$ cat config.mk
export PLATFORM = sky130hd
export DESIGN_NAME = cnn_layer_accel_net_tx_packer
export DESIGN_NICKNAME = d
export VERILOG_FILES = /design/src/rtl/cnn_layer_accel_net_tx_packer.sv
export SDC_FILE = /design/constraint.sdc
export NUM_CORES = 1
export LEC_CHECK = 0
export ABC_AREA = 1
export BUFFER_PORTS_ARGS = -buffer_cell sky130_fd_sc_hd__buf_2
export CORE_AREA = 10 10 165 243
export CTS_BUF_LIST = sky130_fd_sc_hd__clkbuf_4 sky130_fd_sc_hd__clkbuf_8 sky130_fd_sc_hd__clkbuf_16
export DETAILED_ROUTE_END_ITERATION = 10
export DIE_AREA = 0 0 175 253
export PLACE_DENSITY = 0.77
export SYNTH_ARGS = -nofsm -noshare
export SYNTH_HDL_FRONTEND = slang
export SYNTH_SLANG_ARGS = --single-unit
export TNS_END_PERCENT = 100
$ cat constraint.sdc
create_clock -name network_clk -period 11.2 [get_ports network_clk]
set_input_delay 1.68 -clock network_clk [delete_from_list [all_inputs] [get_ports network_clk]]
set_output_delay 1.68 -clock network_clk [all_outputs]
set_load 0.05 [all_outputs]
$ cat src/rtl/cnn_layer_accel_net_tx_packer.sv
// Packs 16-bit result pixels into 128-bit network beats (lane 0 in the MSBs) behind a 2-entry output buffer.
// Define CNN_NET_TX_TRAILER_EN to append a 0xA5A5 + frame-beat-count trailer beat after each frame.
module cnn_layer_accel_net_tx_packer #(
  parameter int C_PAYLOAD_WIDTH = 128,
  parameter int C_PIXEL_WIDTH   = 16
) (
  input  logic                       network_clk,
  input  logic                       network_rst,
  input  logic                       pix_valid,
  output logic                       pix_ready,
  input  logic [C_PIXEL_WIDTH-1:0]   pix_data,
  input  logic                       pix_last,
  output logic                       to_network_valid,
  input  logic                       to_network_accept,
  output logic [C_PAYLOAD_WIDTH-1:0] to_network_payload,
  output logic                       to_network_last,
  output logic [31:0]                beats_sent
);
  localparam int C_LANES = C_PAYLOAD_WIDTH / C_PIXEL_WIDTH;
  localparam int LW = (C_LANES > 1) ? $clog2(C_LANES) : 1;
  localparam logic [LW-1:0] LAST_LANE = LW'(C_LANES - 1);

  typedef enum logic [0:0] {ST_FILL, ST_TRAILER} state_t;

  state_t                     state_q, state_nxt;
  logic [LW-1:0]              lane_q;
  logic [C_PAYLOAD_WIDTH-1:0] asm_q, beat_dat, push_dat;
  logic                       push, push_last, pop, xfer, complete;
  logic [C_PAYLOAD_WIDTH-1:0] buf_dat [2];
  logic                       buf_last [2];
  logic                       wr_ptr, rd_ptr;
  logic [1:0]                 cnt_q, cnt_nxt;
  logic                       ready_q;

`ifdef CNN_NET_TX_TRAILER_EN
  logic [31:0]                frame_cnt_q;
  logic [C_PAYLOAD_WIDTH-1:0] trailer_dat;
`endif

  assign xfer               = pix_valid & ready_q;
  assign pop                = to_network_valid & to_network_accept;
  assign complete           = xfer & (pix_last | (lane_q == LAST_LANE));
  assign pix_ready          = ready_q;
  assign to_network_valid   = (cnt_q != 2'd0);
  assign to_network_payload = buf_dat[rd_ptr];
  assign to_network_last    = buf_last[rd_ptr];

  always_comb begin
    state_nxt = state_q;
    push      = 1'b0;
    push_dat  = '0;
    push_last = 1'b0;
    beat_dat  = asm_q;
    if (xfer)
      beat_dat[C_PAYLOAD_WIDTH-1-int'(lane_q)*C_PIXEL_WIDTH -: C_PIXEL_WIDTH] = pix_data;
`ifdef CNN_NET_TX_TRAILER_EN
    trailer_dat = '0;
    trailer_dat[C_PAYLOAD_WIDTH-1 -: 16]  = 16'hA5A5;
    trailer_dat[C_PAYLOAD_WIDTH-17 -: 32] = frame_cnt_q;
`endif
    case (state_q)
      ST_FILL: begin
        if (complete) begin
          push     = 1'b1;
          push_dat = beat_dat;
`ifdef CNN_NET_TX_TRAILER_EN
          // The trailer carries the frame's last flag instead of the data beat.
          if (pix_last) state_nxt = ST_TRAILER;
`else
          push_last = pix_last;
`endif
        end
      end
      ST_TRAILER: begin
`ifdef CNN_NET_TX_TRAILER_EN
        if (cnt_q < 2'd2) begin
          push      = 1'b1;
          push_dat  = trailer_dat;
          push_last = 1'b1;
          state_nxt = ST_FILL;
        end
`endif
      end
      default: state_nxt = ST_FILL;
    endcase
    cnt_nxt = cnt_q + {1'b0, push} - {1'b0, pop};
  end

  always_ff @(posedge network_clk) begin
    if (network_rst) begin
      state_q     <= ST_FILL;
      lane_q      <= '0;
      asm_q       <= '0;
      wr_ptr      <= 1'b0;
      rd_ptr      <= 1'b0;
      cnt_q       <= 2'd0;
      ready_q     <= 1'b0;
      beats_sent  <= 32'd0;
      for (int i = 0; i < 2; i++) begin
        buf_dat[i]  <= '0;
        buf_last[i] <= 1'b0;
      end
    end else begin
      state_q <= state_nxt;
      cnt_q   <= cnt_nxt;
      // Registered and conservative: any free slot is enough for the next pixel.
      ready_q <= (state_nxt == ST_FILL) && (cnt_nxt < 2'd2);
      if (xfer) begin
        if (complete) begin
          lane_q <= '0;
          asm_q  <= '0;
        end else begin
          lane_q <= lane_q + 1'b1;
          asm_q  <= beat_dat;
        end
      end
      if (push) begin
        buf_dat[wr_ptr]  <= push_dat;
        buf_last[wr_ptr] <= push_last;
        wr_ptr           <= ~wr_ptr;
      end
      if (pop) begin
        rd_ptr     <= ~rd_ptr;
        beats_sent <= beats_sent + 32'd1;
      end
    end
  end

`ifdef CNN_NET_TX_TRAILER_EN
  always_ff @(posedge network_clk) begin
    if (network_rst)
      frame_cnt_q <= 32'd0;
    else if (push)
      frame_cnt_q <= (state_q == ST_TRAILER) ? 32'd0 : frame_cnt_q + 32'd1;
  end
`endif
endmodule

# After elaboration in Yosys (flattened, before gate mapping)
# Memory sizes are Yosys's and may differ from the RTL's. A register that Yosys moved wholly into a read port is not among the register bits.
# Index checks and enable logic that the tools add are counted.
# word_totals
ff_bits,168
mem_bits_rw,258
inputBits,21
out_inout_bits,163
wordCells,50
mem_count,2
# mem_list
memory,words,word_bits,read_ports,rd_ports_with_merged_regs,wr,line_no,source
buf_dat,2,128,1,1,2,29,logic [C_PAYLOAD_WIDTH-1:0] buf_dat [2];
buf_last,2,1,1,1,2,30,logic buf_last [2];
# op_classes
n_addsub,6
n_lt_le_gt_ge,1
n_eq_ne,1
shift,2
muxes,22
n_bitwise,6
reduce_logical,3
# op_table
op,count
2-to-1 mux 128 bit,4
"variable shift 16 x 33 -> 143 bit, first input constant",1
indexed part select 16 x 33 -> 143 bit,1
bitwise mux 128 bit,1
OR reduction 128 bit,1
negation 8 -> 33 bit,1
"adder 32 x 1 -> 32 bit, second input constant",1
2-to-1 mux 1 bit,16
"subtractor 7 x 7 -> 8 bit, first input constant",1
"adder 3 x 1 -> 3 bit, second input constant",1
AND 1 bit,3
"== test 3 bit, second input constant",1
2-to-1 mux 3 bit,1
adder 2 x 1 -> 2 bit,1
"< comparator 2 bit, second input constant",1
NOT 1 bit,2
nonzero test 2 bit,1
subtractor 2 x 1 -> 2 bit,1
OR 1 bit,1
OR reduction 1 bit,1

# Logic depth before layout (Yosys ltp)
# Gate-level depths: netlist of the first run.
# logic_depth
ltp_word,9
ltp_mapped,11
ltp_nobuf,9

# Least setup slack after synthesis of the first run
# Ideal clock, no wire load.
# synth_path
path_type,in2reg
from,in pix_valid
to,"mem buf_dat[0][0], enable pin"
setup_time_ns,0.493
t_arrival_ns,5.252
required_time_ns,10.707
slack_ns,5.455
cell_stages,8
path_buffers,2
cell_sequence,nand2_4 -> inv_4 -> o21ai_2 -> nor3_2 -> inv_2 -> buf_6 -> buf_2 -> nand2_1
# synth_lines
element,line_no,source
from (decl),9,"input logic pix_valid,"
to (decl),29,

==> flow_summary_export.csv, run 1 <==
group,metric,value,unit
timing,tightest_slew,1.21,ns
worst_setup_path,path_common_cell,"buf_4",
detailed_routing,vias,12700,
clocking,cts_resized,0,
timing,rsz0062_at_grt,"false",
worst_setup_path,critPathBufInv,4,
hold_path,min-delay-path-class,"flop to flop",
detailed_routing,wl_per_cell,19.3,um
placement,gp_congestion,0.875,
floorplanning,coreArea,35700,um^2
grt,grt_util_all_layers,19.4,%
hold_path,min_path_cells,1,
final_layout,nFillCells,3035,
timing,drv_slew,0,
power_and_ir_drop,irDropWorstVdd,0.165,mV
clocking,path_clk_slew,0.06,ns
worst_setup_path,crit_family,"simple AND/OR/NAND/NOR gates",
synth,synth_top_area_cell,"edfxtp_1",
final_layout,multi_input_area,5730,um^2
worst_setup_path,cp_max_fo,70,
clocking,cts_hold_buf,0,
synth,ys.flop_type,"edfxtp_1",
worst_setup_path,required,11.36,ns
synth,synth_edf_count,258,
worst_setup_path,reg2reg_depth,7,
worst_setup_path,r2r_slack,6.51,ns
grt,grt_pass1_wl,69.0,mm
synth,avgSynthCellArea,10.6,um^2
outcome,status,"finished, final reports clean",
detailed_routing,routed_wl,44.4,mm
grt,grt_pass1_vias,12500,
worst_setup_path,crit_slowest_cell,"nand2_4",
timing,fin_crit_sh,43.4,%
power_and_ir_drop,finalPower,4130,uW
timing,period_needed,4.86,ns
worst_setup_path,cp_cell_sequence,"buf_4 > inv_1 > buf_4 > nand3_4 > nand2_4 > buf_4",
synth,ys_ff_latch,427,
floorplanning,die_height,253,um
clocking,root_buffer,"clkbuf_16",
worst_setup_path,end_kind,"flop",
clocking,cts_htree_levels,2,
synth,syn_area,17600,um^2
clocking,clockBufferDepth,3,
power_and_ir_drop,p_leak,0.00730,uW
floorplanning,ios,184,
timing,hold_slack,0.464,ns
worst_setup_path,cpPeakStageDelay,0.93,ns
worst_setup_path,start_kind,"input pin",
placement,numPortBuffers,183,
placement,dp_hpwl,28.4,mm
timing,max_slew_margin,19.3,%
synth,synthDominantCellAreaShare,44.0,%
floorplanning,rows,85,
final_layout,drive_gt1_share,22.8,%
timing,max_clock_freq,0.206,GHz
grt,grt_antenna_before_repair,2,
synth,async_flop_share,0,%
clocking,cts_sinks,427,
floorplanning,die_area,44300,um^2
clocking,post_cts_buffers,0,
worst_setup_path,rr_startpoint,"lane_q[1]",
timing,hold_viol,0,
timing,fin_tns_setup,0,ns
grt,grt_max_degree,111,
final_layout,seq_area,11100,um^2
worst_setup_path,r2r-end,"buf_dat[1][123]",
synth,synth-seq-area-share,63.3,%
timing,fin_skew,0.0244,ns
grt,grt_overflow_total,0,
synth,synth_nets,1689,
detailed_routing,first_pass_iters,5,
worst_setup_path,worst-setup-path-type,"input pin to flop",
synth,synth_area_leaders,"edfxtp_1 (44%), dfxtp_1 (19%), mux2_2 (8.3%), nor2_1 (7.2%), nand2_1 (4.0%)",
synth,synth_warnings,0,
detailed_routing,postRouteAntennaNets,0,
detailed_routing,drc,0,
floorplanning,fp.dieW,175,um
timing,setup_viol,0,
synth,synthDistinctLibCells,35,
final_layout,synthToLayoutAreaGrowth,14.1,%
worst_setup_path,crit_arrival,5.02,ns
clocking,cts_buffers,39,
clocking,cts_tree,"built",
job,max_cap_violations,0,
power_and_ir_drop,powerDensity,206,nW/um^2
hold_path,hold_path_startpoint,"rd_ptr",
clocking,clk-insertion-delay-late,0.55,ns
final_layout,final_nets,1815,
detailed_routing,first_iter_violations,1198,
synth,syn_inst,1659,
floorplanning,initial_core_util,49.2,%
detailed_routing,viasPerCell,5.54,
==> state kept, by name, summed over array words and instances (netlist names), named ones only <==
name        count
lane_q          3
beats_sent     32
buf_dat       256
cnt_q           2
rd_ptr          1
asm_q         128
wr_ptr          1
pix_ready       1
buf_last        2
==> kinds of logic (layout without fill, tap and decap cells) <==
| kind of cell | count (synthesis) | in the layout | synth area share (%) |
|---|---|---|---|
| buffers and inverters | 171 | 328 | 4.35 |
| multiplexers | 129 | 129 | 8.26 |
| AO/OA/AOI/OAI | 167 | 167 | 5.30 |
| flip-flops | 427 | 427 | 63.3 |
| AND/OR/NAND/NOR | 752 | 752 | 18.0 |
| XOR/XNOR | 4 | 4 | 0.199 |
| adder cells (fa/ha/maj) | 9 | 9 | 0.640 |
| other | 0 | 1 | 0 |
==> routing by layer <==
metal	part of all wire (%)	wire length (um)	vias up	track usage, %
li1	-	-	5970	-
met4	3.8	1690	2	7.89
met3	8.2	3640	92	5.34
met2	51	22700	505	33.8
met1	37	16400	6140	22.1
met5	0.029	13	-	0
==> worst max path at each step <==
stage	cells past startpoint	to	startpoint	slack [ns]
4_1_cts	6	buf_dat[1][86]	network_rst	6.35
2_1_floorplan	8	buf_dat[0][0]	pix_valid	5.45
6_report	6	buf_dat[1][123]	network_rst	6.34
3_3_place_gp	6	buf_dat[1][121]	network_rst	5.83
3_5_place_dp	6	buf_dat[1][54]	network_rst	5.78
5_1_grt	6	buf_dat[1][123]	network_rst	6.12
==> area by class of cell <==
type	count	area share (%)
antenna	1	0.0125
clock buffer	51	5.64
clock inverter	21	1.12
inverter	59	1.14
multi-input combinational	1061	28.5
sequential	427	55.5
tap	478	2.98
timing repair buffer	197	5.10
==> cell usage after synthesis, types with 2 or more instances <==
library cell and n:
nand2_2 2, nor3_1 128, o21ai_0 100, o21a_1 4, buf_1 3, edfxtp_1 258
mux2_2 129, clkbuf_1 29, dfxtp_1 169, nor2_4 4, ha_1 9, a22oi_1 32
nor2_1 337, buf_2 73, nand4_1 9, nand2_1 186, a21oi_1 20, inv_1 54
nor2_2 3, nand3_1 80, o21ai_1 8, buf_4 5, xnor2_1 3, inv_2 3
==> power breakdown <==
group          leakage (uW)  total [uW]  internal (uW)  switching (uW)
Combinational       0.00259         942            235             707
Sequential          0.00404        1800           1750            52.7
Clock              0.000674        1390            812             583
Total               0.00730        4130           2790            1340
==> stage by stage <==
stage / util, % / instance area, um^2 / setup WS, ns / instances
global placement: 52.4 / 18700 / 5.83 / 2222
floorplan: - / 17600 / 5.45 / 1659
CTS: 56.2 / 20100 / 6.35 / 2294
finish: 56.2 / 20100 / 6.34 / 2295
global route: 56.2 / 20100 / 6.12 / 2294
detailed placement: 52.4 / 18700 / 5.78 / 2222
==> cell usage in the layout (no fill, tap or decap), types with 2 or more instances in the layout <==
master / count
a21oi_1: 20
a22oi_1: 32
buf_2: 182
buf_4: 15
bufinv_16: 4
clkbuf_16: 42
clkbuf_4: 7
clkbuf_8: 2
clkinv_1: 5
clkinv_2: 8
clkinvlp_4: 2
dfxtp_1: 168
edfxtp_1: 258
ha_1: 9
inv_1: 54
inv_4: 3
inv_6: 2
mux2_2: 129
nand2_1: 184
nand2_2: 2
nand2_4: 3
nand3_1: 79
nand4_1: 9
nor2_1: 337
nor2_2: 3
nor2_4: 4
nor3_1: 128
o21a_1: 4
o21ai_0: 100
o21ai_1: 8
xnor2_1: 3
(Power assumes the default switching activity.)
==> inputs of run 2 (changes only) <==
Clock period 11.2 ns to 4.8 ns, I/O delays scaled along.
==> run 2 against run 1 <==
  * Register-to-register slack got worse by 5.1 ns
  * Final cell count grew 0.26%
  * Final area is 0.19% higher
  * Non-clock buffer count is 10 higher
  * First-iteration DRC count fell by 21%
  * Highest routed layer is now met4
==> flow_summary_export.csv, run 2 (same netlist as run 1, synthesis figures left out) <==
group,metric,value,unit
outcome,status,"finished, final reports clean",
placement,numPortBuffers,183,
timing,max_slew_margin,22.1,%
worst_setup_path,worstSetupEndpoint,"buf_dat[0][69]",
floorplanning,ios,184,
clocking,cts_tree,"built",
timing,fin_tns_setup,0,ns
final_layout,layout_commonest_cell,"nor2_1",
detailed_routing,vias,12700,
placement,gp_congestion,0.872,
hold_path,min-delay-path-class,"flop to flop",
timing,fin_crit_sh,70.3,%
clocking,root_buffer,"clkbuf_16",
floorplanning,die_height,253,um
power_and_ir_drop,finalPower,9530,uW
timing,rsz0062_at_grt,"false",
placement,dp.cells,2232,
final_layout,top_regs,"buf_dat (256), asm_q (128), beats_sent (32)",
clocking,cts_sinks,427,
final_layout,synthToLayoutAreaGrowth,14.3,%
floorplanning,fp.dieW,175,um
timing,tightest_slew,1.17,ns
final_layout,stdcell_count,2301,
clocking,path_clk_slew,0.07,ns
worst_setup_path,rr_startpoint,"lane_q[0]",
final_layout,utilization,56.3,%
power_and_ir_drop,irDropWorstVdd,0.335,mV
detailed_routing,viasPerCell,5.52,
floorplanning,die_area,44300,um^2
grt,grt_overflow_total,0,
grt,grt_antenna_before_repair,0,
detailed_routing,wl_per_cell,19.3,um
worst_setup_path,crit_arrival,3.61,ns
worst_setup_path,r2r_slack,1.42,ns
timing,period_needed,3.38,ns
final_layout,final_cell_mix,"nor2_1 (337), edfxtp_1 (258), nand2_1 (184), buf_2 (182), dfxtp_1 (168)",
worst_setup_path,r2r-end,"buf_dat[0][69]",
grt,grt_pass1_vias,12500,
placement,dp_hpwl,28.8,mm
floorplanning,rows,85,
power_and_ir_drop,p_leak,0.00733,uW
hold_path,hold_path_startpoint,"rd_ptr",
job,max_cap_violations,0,
power_and_ir_drop,powerDensity,474,nW/um^2
worst_setup_path,required,5.04,ns
worst_setup_path,critPathLaunch,"lane_q[0]",
floorplanning,initial_core_util,49.2,%
detailed_routing,first_iter_violations,943,
worst_setup_path,reg2reg_depth,8,
clocking,cts_htree_levels,2,
timing,setup_viol,0,
worst_setup_path,end_kind,"flop",
grt,grt_max_degree,89,
final_layout,top_register,"buf_dat",
clocking,cts_buffers,38,
worst_setup_path,cp_max_fo,86,
final_layout,drive_gt1_share,23.2,%
timing,drv_slew,0,
detailed_routing,postRouteAntennaNets,0,
grt,grt_pass1_wl,68.5,mm
placement,placed_cell_area,18800,um^2
clocking,post_cts_buffers,0,
clocking,cts_hold_buf,0,
worst_setup_path,start_kind,"flop",
final_layout,final_nets,1824,
detailed_routing,first_pass_iters,7,
final_layout,post-route-cell-area,20100,um^2
clocking,cts_resized,0,
worst_setup_path,worst-setup-path-type,"flop to flop",
final_layout,largest_reg_flops,256,
detailed_routing,drc,0,
floorplanning,coreArea,35700,um^2
timing,fin_skew,0.0251,ns
timing,hold_viol,0,
clocking,clockBufferDepth,3,
grt,grt_util_all_layers,19.4,%
clocking,clk-insertion-delay-late,0.54,ns
timing,max_clock_freq,0.296,GHz
final_layout,num_antenna_cells,0,
detailed_routing,routed_wl,44.3,mm
==> run 2: through the flow <==
| step | setup slack, ns | hold slack, ns |
|---|---|---|
| 2_1_floorplan | 1.27 | 0.426 |
| 3_3_place_gp | 1.62 | 0.425 |
| 3_5_place_dp | 1.49 | 0.447 |
| 4_1_cts | 1.45 | 0.459 |
| 5_1_grt | 1.25 | 0.477 |
| 6_report | 1.42 | 0.459 |
==> run 2: power breakdown <==
group	leakage [uW]	switching (uW)	internal, uW
sequential	0.00404	133	4070
clock	0.000641	1320	1790
combinational	0.00265	1650	564
==> run 2: worst min path at each step <==
stage	endpoint	slack [ns]	cells past startpoint
after detailed placement	flop	0.45	1
final	flop	0.46	1
after global placement	flop	0.43	1
after floorplan	flop	0.43	1
after CTS	flop	0.46	1
after global routing	rd_ptr	0.48	1
==> run 2: worst max-delay path: stages (launching register included) <==
cell	delay, ns
dfxtp_1	0.47
buf_4	0.29
ha_1	0.23
ha_1	0.22
o21ai_2	0.26
nor3_2	0.10
inv_4	0.39
buf_4	0.82
nor2_1	0.17
==> run 2: cell type report <==
cell class                      instances  area, um^2
Fill cell                            2985       15600
Inverter                               59         229
Multi-Input combinational cell       1061        5730
Tap cell                              478         598
Timing Repair Buffer                  207        1140
Clock inverter                         18         179
Sequential cell                       427       11100
Clock buffer                           51        1100
==> run 2: per-layer routing <==
metal | global-route usage (%) | up-vias | share of wire [%]
li1 | - | 5976 | -
met1 | 22.1 | 6181 | 37
met2 | 34.8 | 473 | 52
met3 | 4.96 | 73 | 8.4
met4 | 5.76 | 0 | 2.5
met5 | 0 | - | 0
==> inputs of run 3 (changes only) <==
Clock period 4.8 ns to 3.2 ns, I/O delays scaled along.
==> run 3 against run 2 <==
  * Via count shrank 0.31%
  * Final cell count is 0.35% higher
  * Sequential cell count unchanged
  * Setup slack got worse by 1.0 ns
  * Die area unchanged
  * Clock skew is 0.0065 ns lower
  * Combinational power increased by 54%
  * Critical path type is now flop to primary output
  * Largest cell class unchanged
  * Highest routed layer unchanged
==> flow_summary_export.csv, run 3 (same netlist as run 1, synthesis figures left out) <==
group,metric,value,unit
detailed_routing,first_pass_iters,5,
final_layout,final_nets,1828,
final_layout,synthToLayoutAreaGrowth,14.9,%
clocking,post_cts_buffers,0,
placement,numPortBuffers,183,
floorplanning,rows,85,
grt,grt_antenna_before_repair,0,
floorplanning,die_area,44300,um^2
timing,fin_skew,0.0186,ns
clocking,root_buffer,"clkbuf_16",
outcome,status,"finished, final reports clean",
hold_path,hold_path_startpoint,"pix_last",
placement,gp_congestion,0.901,
detailed_routing,postRouteAntennaNets,0,
floorplanning,fp.dieW,175,um
clocking,clk-insertion-delay-late,0.55,ns
detailed_routing,first_iter_violations,1053,
final_layout,top_regs,"buf_dat (256), asm_q (128), beats_sent (32)",
clocking,cts_tree,"built",
detailed_routing,wl_per_cell,19.1,um
timing,hold_slack,0.295,ns
worst_setup_path,crit_arrival,2.29,ns
final_layout,post-route-cell-area,20200,um^2
placement,pre_cts_slack,0.645,ns
clocking,cts_hold_buf,0,
floorplanning,coreArea,35700,um^2
worst_setup_path,rr_startpoint,"lane_q[0]",
power_and_ir_drop,p_leak,0.00738,uW
final_layout,layout_commonest_cell,"nor2_1",
worst_setup_path,cpPeakStageDelay,0.64,ns
grt,grt_pass1_wl,68.4,mm
clocking,cts_htree_levels,2,
timing,period_needed,2.77,ns
grt,grt_util_all_layers,19.3,%
worst_setup_path,worst-setup-path-type,"flop to primary output",
detailed_routing,routed_wl,44.1,mm
worst_setup_path,end_kind,"primary output",
timing,max_clock_freq,0.360,GHz
timing,setup_ws,0.426,ns
worst_setup_path,reg2reg_depth,8,
worst_setup_path,crit_family,"flip-flops",
final_layout,largest_reg_flops,256,
clocking,cts_sinks,427,
timing,fin_crit_sh,86.7,%
floorplanning,die_height,253,um
timing,setup_viol,0,
detailed_routing,vias,12700,
hold_path,min_path_cells,3,
clocking,cts_resized,0,
worst_setup_path,r2r-end,"buf_dat[1][42]",
timing,tightest_slew,0.848,ns
grt,grt_overflow_total,0,
worst_setup_path,cp_max_fo,28,
timing,rsz0062_at_grt,"false",
grt,grt_pass1_vias,12600,
final_layout,nFillCells,3020,
power_and_ir_drop,powerDensity,714,nW/um^2
floorplanning,ios,184,
job,max_cap_violations,0,
floorplanning,initial_core_util,49.2,%
final_layout,drive_gt1_share,23.4,%
power_and_ir_drop,irDropWorstVdd,0.562,mV
timing,max_slew_margin,43.5,%
worst_setup_path,critPathBufInv,2,
timing,hold_viol,0,
clocking,path_clk_slew,0.07,ns
hold_path,min-delay-path-class,"input pin to flop",
detailed_routing,viasPerCell,5.48,
timing,fin_tns_setup,0,ns
placement,dp_hpwl,28.9,mm
clocking,cts_buffers,40,
worst_setup_path,crit_slowest_cell,"dfxtp_4",
final_layout,top_register,"buf_dat",
timing,drv_slew,0,
clocking,clockBufferDepth,3,
worst_setup_path,cp_cell_sequence,"buf_4 > mux2_2 > buf_2",
worst_setup_path,start_kind,"flop",
detailed_routing,drc,0,
final_layout,final_cell_mix,"nor2_1 (337), edfxtp_1 (258), nand2_1 (184), buf_2 (182), dfxtp_1 (168)",
worst_setup_path,required,2.72,ns
placement,placed_cell_area,18900,um^2
grt,grt_max_degree,130,
hold_path,holdPathEnd,"buf_last[0]",
worst_setup_path,r2r_slack,0.60,ns
[run 3: changes by cell type in the layout (fill, tap and decap cells not counted), sizes merged]
| cell | before | now |
|---|---|---|
| buf | 207 | 209 |
| bufinv | 3 | 2 |
| diode | 0 | 1 |
| clkbuf | 51 | 55 |
| inv | 59 | 61 |
[run 3: per-stage QoR]
stage                     power, uW  utilization [%]  std cells
after global placement         9750             52.9       2234
after CTS                     14500             56.6       2308
after global routing          14900             56.6       2308
final                         14400             56.6       2309
after detailed placement       9790             52.9       2234
after floorplan                8920                -       1659
[run 3: area by class of cell]
cell class                      instances  area [um^2]  share of cell area, %
Sequential cell                       427        11100                   55.1
Multi-Input combinational cell       1061         5730                   28.3
Timing Repair Buffer                  209         1200                   5.94
Clock buffer                           55         1160                   5.72
Tap cell                              478          598                   2.96
Inverter                               59          229                   1.13
Clock inverter                         19          163                  0.805
Antenna cell                            1         2.50                 0.0124
[run 3: how the worst max path moves through the flow]
stage	start	endpoint	slack [ns]	depth (start not counted)
detailed placement	lane_q[0]	buf_dat[1][25]	0.64	8
CTS	flop	to_network_payload[52]	0.38	3
floorplan	pix_ready	buf_dat[0][0]	0.35	8
global route	flop	to_network_payload[52]	0.35	3
global placement	lane_q[0]	buf_dat[1][26]	0.73	8
finish	flop	to_network_payload[52]	0.43	3
[run 3: metal layers]
metal / up-vias / track usage, % / wire, um
li1: 6002 / - / -
met1: 6147 / 21.7 / 16500
met2: 442 / 33.6 / 22300
met3: 73 / 5.96 / 4020
met4: 0 / 7.16 / 1260
met5: - / 0 / 0
[run 3: power breakdown]
part | internal, uW | total, uW | switching (uW)
Sequential | 6110 | 6250 | 143
Combinational | 872 | 3410 | 2530
Clock | 2720 | 4770 | 2050
[run 3: tightest hold or removal path, cell delays in order]
cell and delay, ns:
buf_2 0.12, nand3_1 0.09, inv_1 0.06
